--- src/rtl/cskip_adder_pipe_pkg.sv ---
// cskip_pkg: shared constants and helpers for the pipelined carry-skip adder.
//   DEF_WIDTH / DEF_BLK : default operand width and block size
//   nblk_f()            : number of blocks (= pipeline depth)
//   cfg_ok_f()          : legality of a WIDTH/BLK pair, checked at elaboration
package cskip_pkg;
  localparam int DEF_WIDTH = 16;
  localparam int DEF_BLK   = 4;

  function automatic int nblk_f(input int width, input int blk);
    return (blk > 0) ? width / blk : 0;
  endfunction

  function automatic bit cfg_ok_f(input int width, input int blk);
    return (blk >= 1) && (width >= blk) && (width % blk == 0);
  endfunction
endpackage

--- src/rtl/cskip_adder_pipe_if.sv ---
// Handshake/data bundle for cskip_adder_pipe.
//   in_valid/in_ready  : operand handshake (a, b, cin)
//   out_valid/out_ready: result handshake (sum, cout, skip_mask[, ovf])
//   slave  modport: the adder;  master modport: the producer/consumer side.
// ovf exists only when CSKIP_OVF_EN is defined.
interface cskip_adder_pipe_if
  import cskip_pkg::*;
#(
  parameter int WIDTH = DEF_WIDTH,
  parameter int NBLK  = nblk_f(DEF_WIDTH, DEF_BLK)
);
  logic             in_valid;
  logic             in_ready;
  logic [WIDTH-1:0] a;
  logic [WIDTH-1:0] b;
  logic             cin;
  logic             out_valid;
  logic             out_ready;
  logic [WIDTH-1:0] sum;
  logic             cout;
  logic [NBLK-1:0]  skip_mask;
`ifdef CSKIP_OVF_EN
  logic             ovf;
`endif

  modport slave (
    input  in_valid, a, b, cin, out_ready,
`ifdef CSKIP_OVF_EN
    output ovf,
`endif
    output in_ready, out_valid, sum, cout, skip_mask
  );

  modport master (
    output in_valid, a, b, cin, out_ready,
`ifdef CSKIP_OVF_EN
    input  ovf,
`endif
    input  in_ready, out_valid, sum, cout, skip_mask
  );
endinterface

--- src/rtl/cskip_adder_pipe_block.sv ---
// cskip_block: one combinational carry-skip block of BLK bits.
//   a, b : operand slices     cin  : carry into the block
//   s    : sum slice          cout : block carry-out
//   skip : 1 when every bit propagates, so cout is taken straight from cin
module cskip_block #(
  parameter int BLK = 4
) (
  input  logic [BLK-1:0] a,
  input  logic [BLK-1:0] b,
  input  logic           cin,
  output logic [BLK-1:0] s,
  output logic           cout,
  output logic           skip
);
  logic [BLK-1:0] p, g;
  logic [BLK:0]   c;

  assign p    = a ^ b;
  assign g    = a & b;
  assign c[0] = cin;

  for (genvar i = 0; i < BLK; i++) begin : g_rip
    assign c[i+1] = g[i] | (p[i] & c[i]);
    assign s[i]   = p[i] ^ c[i];
  end

  // All-propagate block: the ripple result equals cin, so bypass the chain.
  assign skip = &p;
  assign cout = skip ? cin : c[BLK];
endmodule

--- src/rtl/cskip_adder_pipe.sv ---
// cskip_adder_pipe: pipelined carry-skip adder, one BLK-bit block per stage.
//   clk, rst_n : clock (rising edge), asynchronous active-low reset
//   io (slave) : in_valid/in_ready + a, b, cin ; out_valid/out_ready + sum,
//                cout, skip_mask (bit k = block k carried via skip path)
// Optional: CSKIP_OVF_EN adds io.ovf, signed overflow pipelined with the sum.
// Latency NBLK cycles, one result per cycle; the whole pipe stalls together
// when the output is valid and not accepted.
module cskip_adder_pipe
  import cskip_pkg::*;
#(
  parameter int  WIDTH = DEF_WIDTH,
  parameter int  BLK   = DEF_BLK,
  localparam int NBLK  = nblk_f(WIDTH, BLK)
) (
  input  logic              clk,
  input  logic              rst_n,
  cskip_adder_pipe_if.slave io
);
  if (!cfg_ok_f(WIDTH, BLK)) begin : g_cfg_chk
    $error("cskip_adder_pipe: WIDTH (%0d) must be a positive multiple of BLK (%0d)", WIDTH, BLK);
  end

  logic            adv;
  logic [NBLK-1:0] vld_pipe;   // vld_pipe[k]: stage k register holds a result

  assign adv          = io.out_ready | ~vld_pipe[NBLK-1];
  assign io.in_ready  = adv;
  assign io.out_valid = vld_pipe[NBLK-1];

  always_ff @(posedge clk or negedge rst_n)
    if (!rst_n)   vld_pipe <= '0;
    else if (adv) vld_pipe <= NBLK'({vld_pipe, io.in_valid});

  for (genvar k = 0; k < NBLK; k++) begin : g_stg
    // Operand bits above this block still waiting to be summed.
    localparam int HI = WIDTH - (k+1)*BLK;

    logic [BLK-1:0]       a_blk, b_blk, s_blk;
    logic                 c_in, c_out, skp;
    logic [(k+1)*BLK-1:0] s_q;   // sum bits produced so far
    logic [k:0]           m_q;   // skip bits produced so far
    logic                 c_q;

    if (k == 0) begin : g_src
      assign a_blk = io.a[BLK-1:0];
      assign b_blk = io.b[BLK-1:0];
      assign c_in  = io.cin;
    end else begin : g_src
      assign a_blk = g_stg[k-1].g_hi.a_q[BLK-1:0];
      assign b_blk = g_stg[k-1].g_hi.b_q[BLK-1:0];
      assign c_in  = g_stg[k-1].c_q;
    end

    cskip_block #(.BLK(BLK)) u_blk (
      .a    (a_blk),
      .b    (b_blk),
      .cin  (c_in),
      .s    (s_blk),
      .cout (c_out),
      .skip (skp)
    );

    if (k == 0) begin : g_acc
      always_ff @(posedge clk or negedge rst_n)
        if (!rst_n) begin
          s_q <= '0;
          m_q <= '0;
          c_q <= 1'b0;
        end else if (adv) begin
          s_q <= s_blk;
          m_q <= skp;
          c_q <= c_out;
        end
    end else begin : g_acc
      always_ff @(posedge clk or negedge rst_n)
        if (!rst_n) begin
          s_q <= '0;
          m_q <= '0;
          c_q <= 1'b0;
        end else if (adv) begin
          s_q <= {s_blk, g_stg[k-1].s_q};
          m_q <= {skp, g_stg[k-1].m_q};
          c_q <= c_out;
        end
    end

    // Forward the untouched upper operand bits; the last stage has none.
    if (HI > 0) begin : g_hi
      logic [HI-1:0] a_nx, b_nx, a_q, b_q;
      if (k == 0) begin : g_nx
        assign a_nx = io.a[WIDTH-1:BLK];
        assign b_nx = io.b[WIDTH-1:BLK];
      end else begin : g_nx
        assign a_nx = g_stg[k-1].g_hi.a_q[WIDTH-k*BLK-1:BLK];
        assign b_nx = g_stg[k-1].g_hi.b_q[WIDTH-k*BLK-1:BLK];
      end
      always_ff @(posedge clk or negedge rst_n)
        if (!rst_n) begin
          a_q <= '0;
          b_q <= '0;
        end else if (adv) begin
          a_q <= a_nx;
          b_q <= b_nx;
        end
    end

`ifdef CSKIP_OVF_EN
    // Carry into the MSB is recovered from the MSB sum bit: c = s ^ a ^ b.
    if (k == NBLK-1) begin : g_ovf
      logic ovf_q;
      always_ff @(posedge clk or negedge rst_n)
        if (!rst_n)   ovf_q <= 1'b0;
        else if (adv) ovf_q <= s_blk[BLK-1] ^ a_blk[BLK-1] ^ b_blk[BLK-1] ^ c_out;
    end
`endif
  end

  assign io.sum       = g_stg[NBLK-1].s_q;
  assign io.cout      = g_stg[NBLK-1].c_q;
  assign io.skip_mask = g_stg[NBLK-1].m_q;
`ifdef CSKIP_OVF_EN
  assign io.ovf       = g_stg[NBLK-1].g_ovf.ovf_q;
`endif
endmodule
--- src/flat_wrapper.sv ---
// flat-port wrapper written by rule: the top's interface ports become plain ports
module cskip_adder_pipe_flat import cskip_pkg::*;
#(
  parameter int  WIDTH = DEF_WIDTH,
  parameter int  BLK   = DEF_BLK,
  localparam int NBLK  = nblk_f(WIDTH, BLK)
)
  (clk, rst_n, io_in_valid, io_a, io_b, io_cin, io_out_ready, io_in_ready, io_out_valid, io_sum, io_cout, io_skip_mask);
  cskip_adder_pipe_if #(.WIDTH(WIDTH)) io_i ();
  input  logic clk;
  input  logic rst_n;
  input wire logic [$bits(io_i.in_valid)-1:0] io_in_valid;
  input wire logic [$bits(io_i.a)-1:0] io_a;
  input wire logic [$bits(io_i.b)-1:0] io_b;
  input wire logic [$bits(io_i.cin)-1:0] io_cin;
  input wire logic [$bits(io_i.out_ready)-1:0] io_out_ready;
  output wire logic [$bits(io_i.in_ready)-1:0] io_in_ready;
  output wire logic [$bits(io_i.out_valid)-1:0] io_out_valid;
  output wire logic [$bits(io_i.sum)-1:0] io_sum;
  output wire logic [$bits(io_i.cout)-1:0] io_cout;
  output wire logic [$bits(io_i.skip_mask)-1:0] io_skip_mask;
  assign io_i.in_valid = io_in_valid;
  assign io_i.a = io_a;
  assign io_i.b = io_b;
  assign io_i.cin = io_cin;
  assign io_i.out_ready = io_out_ready;
  assign io_in_ready = io_i.in_ready;
  assign io_out_valid = io_i.out_valid;
  assign io_sum = io_i.sum;
  assign io_cout = io_i.cout;
  assign io_skip_mask = io_i.skip_mask;
  cskip_adder_pipe #(.WIDTH(WIDTH), .BLK(BLK)) u_core (.clk(clk), .rst_n(rst_n), .io(io_i));
endmodule
--- config.mk ---
export PLATFORM = sky130hd
export DESIGN_NAME = cskip_adder_pipe_flat
export DESIGN_NICKNAME = d
export VERILOG_FILES = /design/src/rtl/cskip_adder_pipe_pkg.sv /design/src/rtl/cskip_adder_pipe_if.sv /design/src/rtl/cskip_adder_pipe_block.sv /design/src/rtl/cskip_adder_pipe.sv /design/src/flat_wrapper.sv
export SDC_FILE = /design/constraint.sdc
export NUM_CORES = 1
export LEC_CHECK = 0
export ABC_AREA = 1
export CAP_MARGIN = 20
export CORE_MARGIN = 2
export CORE_UTILIZATION = 59
export CTS_CLUSTER_SIZE = 24
export DETAILED_ROUTE_END_ITERATION = 8
export HOLD_SLACK_MARGIN = 0.1
export MAX_ROUTING_LAYER = met4
export PLACE_DENSITY = 0.84
export SKIP_CTS_REPAIR_TIMING = 1
export SYNTH_ARGS = -nofsm -noshare
export SYNTH_HDL_FRONTEND = slang
export SYNTH_SLANG_ARGS = --single-unit
export TNS_END_PERCENT = 1
--- constraint.sdc ---
create_clock -name clk -period 6.31 [get_ports clk]
set_input_delay 1.262 -clock clk [delete_from_list [all_inputs] [get_ports clk]]
set_output_delay 1.262 -clock clk [all_outputs]
set_load 0.005 [all_outputs]
### Word level (Yosys, flattened, before mapping)

Index checks and enable logic that the tools add are counted.

* bits in registers: 106
* latch bits: 0
* ROM bits: 0
* bits of input ports: 37
* memories: 0
* bits in writable memories: 0
* word-level logic and storage cells: 85

* shift-type cells: 0
* add/subtract/negate cells: 0
* bitwise logic cells: 58
* equal/unequal tests: 0
* $lt $le $gt $ge: 0
* multipliers: 0
* reductions and logical operators: 4
* mux-type cells: 4
* divide/modulo/power cells: 0

Operators with widths (number)
* $or 1x1->1: 17
* $and 1x1->1: 16
* $and 4x4->4: 4
* $reduce_and 4->1: 4
* $xor 1x1->1: 16
* $xor 4x4->4: 4
* $mux 1: 4
* $not 1->1: 1

### Logic depth before layout (Yosys ltp)

* word-level depth: 10
* mapped depth: 10
* depth with buffers taken out: 10

### Modules after synthesis

Synthesis repeated with hierarchy kept, for this count alone.

* cell total of the unflattened synthesis: 555
* area, all modules: 4973.5 um^2

By module, submodules not included
* cskip_adder_pipe: area an instance 4197.8 um^2, cells each 459, times used 1, sequential area each 2652.5 um^2
* cskip_block: area an instance 193.9 um^2, cells each 24, times used 4, sequential area each 0.0 um^2

### Worst setup path after synthesis

Ideal clock, no wire load.

* kind: input -> output
* from: input io_out_ready
* to: output io_in_ready
* arrival: 1769 ps
* data required time: 5048 ps
* buffers on the path: 2
* slack: 3279 ps
* stages on the path: 4
* cell sequence: nor2_4 inv_2 buf_6 buf_2

* word-level cells in the longest chain between the ends: 1

Ends and longest elaborated chain
* start, declared: RTL line flat_wrapper.sv:16 `input wire logic [$bits(io_i.out_ready)-1:0] io_out_ready;`
* $or 1x1->1: RTL line cskip_adder_pipe.sv:26 `assign adv = io.out_ready | ~vld_pipe[NBLK-1];`
* end, declared: RTL line flat_wrapper.sv:17 `output wire logic [$bits(io_i.in_ready)-1:0] io_in_ready;`

Every way passes these cells.

### Worst setup path in the final report

Same ends and word-level chain as after synthesis.

==> flow_summary.json <==
{
  "die_h_um": 92.35,
  "yosysUniqueCellTypes": 15,
  "ys_seq_elements": 106,
  "grt_start_max_net_pins": 107,
  "fill_cells": 562,
  "stdcell_area_um2": 5409,
  "instances_no_fill": 644,
  "initial_utilization_pct": 60.23,
  "critPathKind": "primary input to output port",
  "place_area_um2": 5236,
  "r2r-end": "u_core.io.sum[15]$_DFFE_PN0P_",
  "grt_pass1_wl_mm": 14.26,
  "final_layout_size_suffix_gt1_share_pct": 3.875,
  "rsz0062_at_grt": "no",
  "relSlewSlack_pct": 39.27,
  "yosys_warnings": 0,
  "routed_via_density": 4.913,
  "antenna_found_initial": 0,
  "grt-ovfl-total": 0,
  "n_antenna_cell": 0,
  "htreeDepth": 3,
  "drcViolationCount": 0,
  "worstPathArrival_ps": 2410,
  "grt_pass1_vias": 3139,
  "hold_slack_ps": 466.8,
  "finalNetCount": 606,
  "place_inst": 628,
  "synthTopCellsByArea": "dfrtp_1 58%, nand2_1 16%, o21ai_0 7.5%, fa_1 7.0%, ha_1 4.3%",
  "wl_mm": 8.151,
  "netlist_instances": 486,
  "first_pass_iters": 4,
  "cts_sinks": 106,
  "synth.yosys.seq_area_share_pct": 57.59,
  "root_buffer": "clkbuf_8",
  "finalPower_mw": 2.318,
  "syn_area_um2": 4606,
  "insertion_delay_ps": 360,
  "rows": 32,
  "pre_cts_ws_ps": 2636,
  "synth_top_area_share_pct": 57.59,
  "synth_largest_area_cell": "dfrtp_1",
  "critPathLaunch": "io_out_ready",
  "numCtsBuffers": 9,
  "routabilityCongestion": 0.8187,
  "timing.setup.tns_ps": 0,
  "tritoncts": "built",
  "slowest_delay_ps": 510,
  "skew_ps": 9.278,
  "hp-class": "register to register",
  "crit_chain": "clkdlybuf4s50_1 > nor2_4 > inv_2 > clkdlybuf4s50_1",
  "crit_slowest_cell": "clkdlybuf4s50_1",
  "synth_fp_nets": 555,
  "finalHoldViolCount": 0,
  "crit_end": "io_in_ready",
  "finalSetupViolations": 0,
  "worstSetupStartpointType": "primary input",
  "area_growth_pct": 17.44,
  "leakage_nw": 2.707,
  "reg2reg_slack_ps": 3970,
  "slew_violations": 0,
  "io_buffers": 59,
  "final_util_pct": 70.73,
  "min_from": "u_core.g_stg[2].s_q[4]$_DFFE_PN0P_",
  "clock.fmax_mhz": 272.3,
  "status": "finished, final reports clean",
  "dr.first_iter.drc_count": 239,
  "vdd_drop_max_mv": 0.2064,
  "worst_pin_slew_ps": 910.9,
  "grt_use_total_pct": 21.91,
  "drv_cap": 0,
  "path_max_fanout": 2,
  "post-route-period-util_pct": 58.19,
  "crit_top_cell": "clkdlybuf4s50_1",
  "die_area_um2": 8529,
  "worst-endpoint-required_ps": 5050,
  "r2r_start": "u_core.g_stg[2].g_hi.b_q[0]$_DFFE_PN0P_",
  "wire_per_inst_um": 12.66,
  "rr_worst_depth": 8,
  "clkTransAtPathRegs_ps": 100,
  "num_vias": 3164,
  "post-dp-hpwl_mm": 5.472,
  "ioPinCount": 60,
  "worst_slack_ps": 2638,
  "end_kind": "output port",
  "die_x_um": 92.35,
  "clock_path_buffers": 2,
  "ant_nets": 0,
  "fin_crit_ps": 3672,
  "core_area_um2": 7647,
  "syn_avg_cell_area_um2": 9.477,
  "power.density_nw_per_um2": 428.5
}
cells in the final DEF, fill, tap and decap left out:
master,count
nand2_1,193
dfrtp_1,106
o21ai_0,69
clkdlybuf4s50_1,58
inv_1,53
fa_1,16
ha_1,16
clkbuf_8,10
nor2_1,4
nand3_1,4
buf_4,4
clkinvlp_4,3
clkbuf_1,2
nor2_4,1
inv_2,1
or2_2,1
clkinv_2,1
per-layer routing:
| metal | routed length, um | track usage [%] | part of all wire (%) |
|---|---|---|---|
| met1 | 3782 | 29.19 | 46 |
| met2 | 3990 | 34.79 | 49 |
| met3 | 233 | 3.255 | 2.9 |
| met4 | 144 | 8.333 | 1.8 |
| met5 | 0 | - | 0 |
critical path: cells and delay by family:
| family | cells | cell delay [ps] |
|---|---|---|
| buffers and inverters | 3 | 1090 |
| AND/OR/NAND/NOR | 1 | 60 |
flip-flops by register name, summed over array words and instances (netlist names):
| signal | count |
|---|---|
| u_core.g_stg.g_hi.a_q | 24 |
| u_core.g_stg.g_hi.b_q | 24 |
| u_core.g_stg.s_q | 24 |
| u_core.io.sum | 16 |
| u_core.g_stg.m_q | 6 |
| u_core.io.skip_mask | 4 |
| u_core.vld_pipe | 4 |
| u_core.g_stg.c_q | 3 |
| u_core.io.cout | 1 |
synth_stat cells (all sizes together):
master / number
nand2: 193
fa: 16
or2: 1
ha: 16
clkbuf: 9
o21ai: 69
nand3: 4
nor2: 5
dfrtp: 106
buf: 13
inv: 54
power by group:
part | total (mW) | leakage (nW) | switching, mW | internal [mW]
clock | 0.375 | 0.0786 | 0.221 | 0.154
sequential | 1.12 | 1.30 | 0.157 | 0.962
combinational | 0.824 | 1.33 | 0.460 | 0.364
total | 2.32 | 2.71 | 0.838 | 1.48
logic make-up (layout without fill, tap and decap cells):
group                      Yosys count  count (layout)  synth area share, %
AOI/OAI and AO/OA                   69              69                7.498
and+or+nand+nor                    203             203                16.87
adders and majority gates           32              32                11.30
DFF                                106             106                57.59
buffers and inverters               76             132                6.737
worst min-delay path by stage:
| stage | end | slack [ps] | depth (start not counted) |
|---|---|---|---|
| 2_1_floorplan | u_core.vld_pipe[3]$_DFFE_PN0P_ | 440 | 1 |
| 3_3_place_gp | u_core.vld_pipe[2]$_DFFE_PN0P_ | 450 | 2 |
| 3_5_place_dp | u_core.io.skip_mask[0]$_DFFE_PN0P_ | 450 | 2 |
| 4_1_cts | u_core.io.sum[4]$_DFFE_PN0P_ | 470 | 2 |
| 5_1_grt | u_core.io.sum[4]$_DFFE_PN0P_ | 490 | 2 |
| 6_report | u_core.io.sum[4]$_DFFE_PN0P_ | 470 | 2 |
final cells by class:
class                   instances  area, um2  share of cell area, %
clock buffers                  12      145.1                  2.683
clock inverters                 4      27.53                 0.5089
inverters                      54      202.7                  3.747
multi-input cells             304       1643                  30.37
flip-flops and latches        106       2653                  49.04
well taps                     102      127.6                  2.359
repair buffers                 62      610.6                  11.29
(Power assumes the default switching activity.)
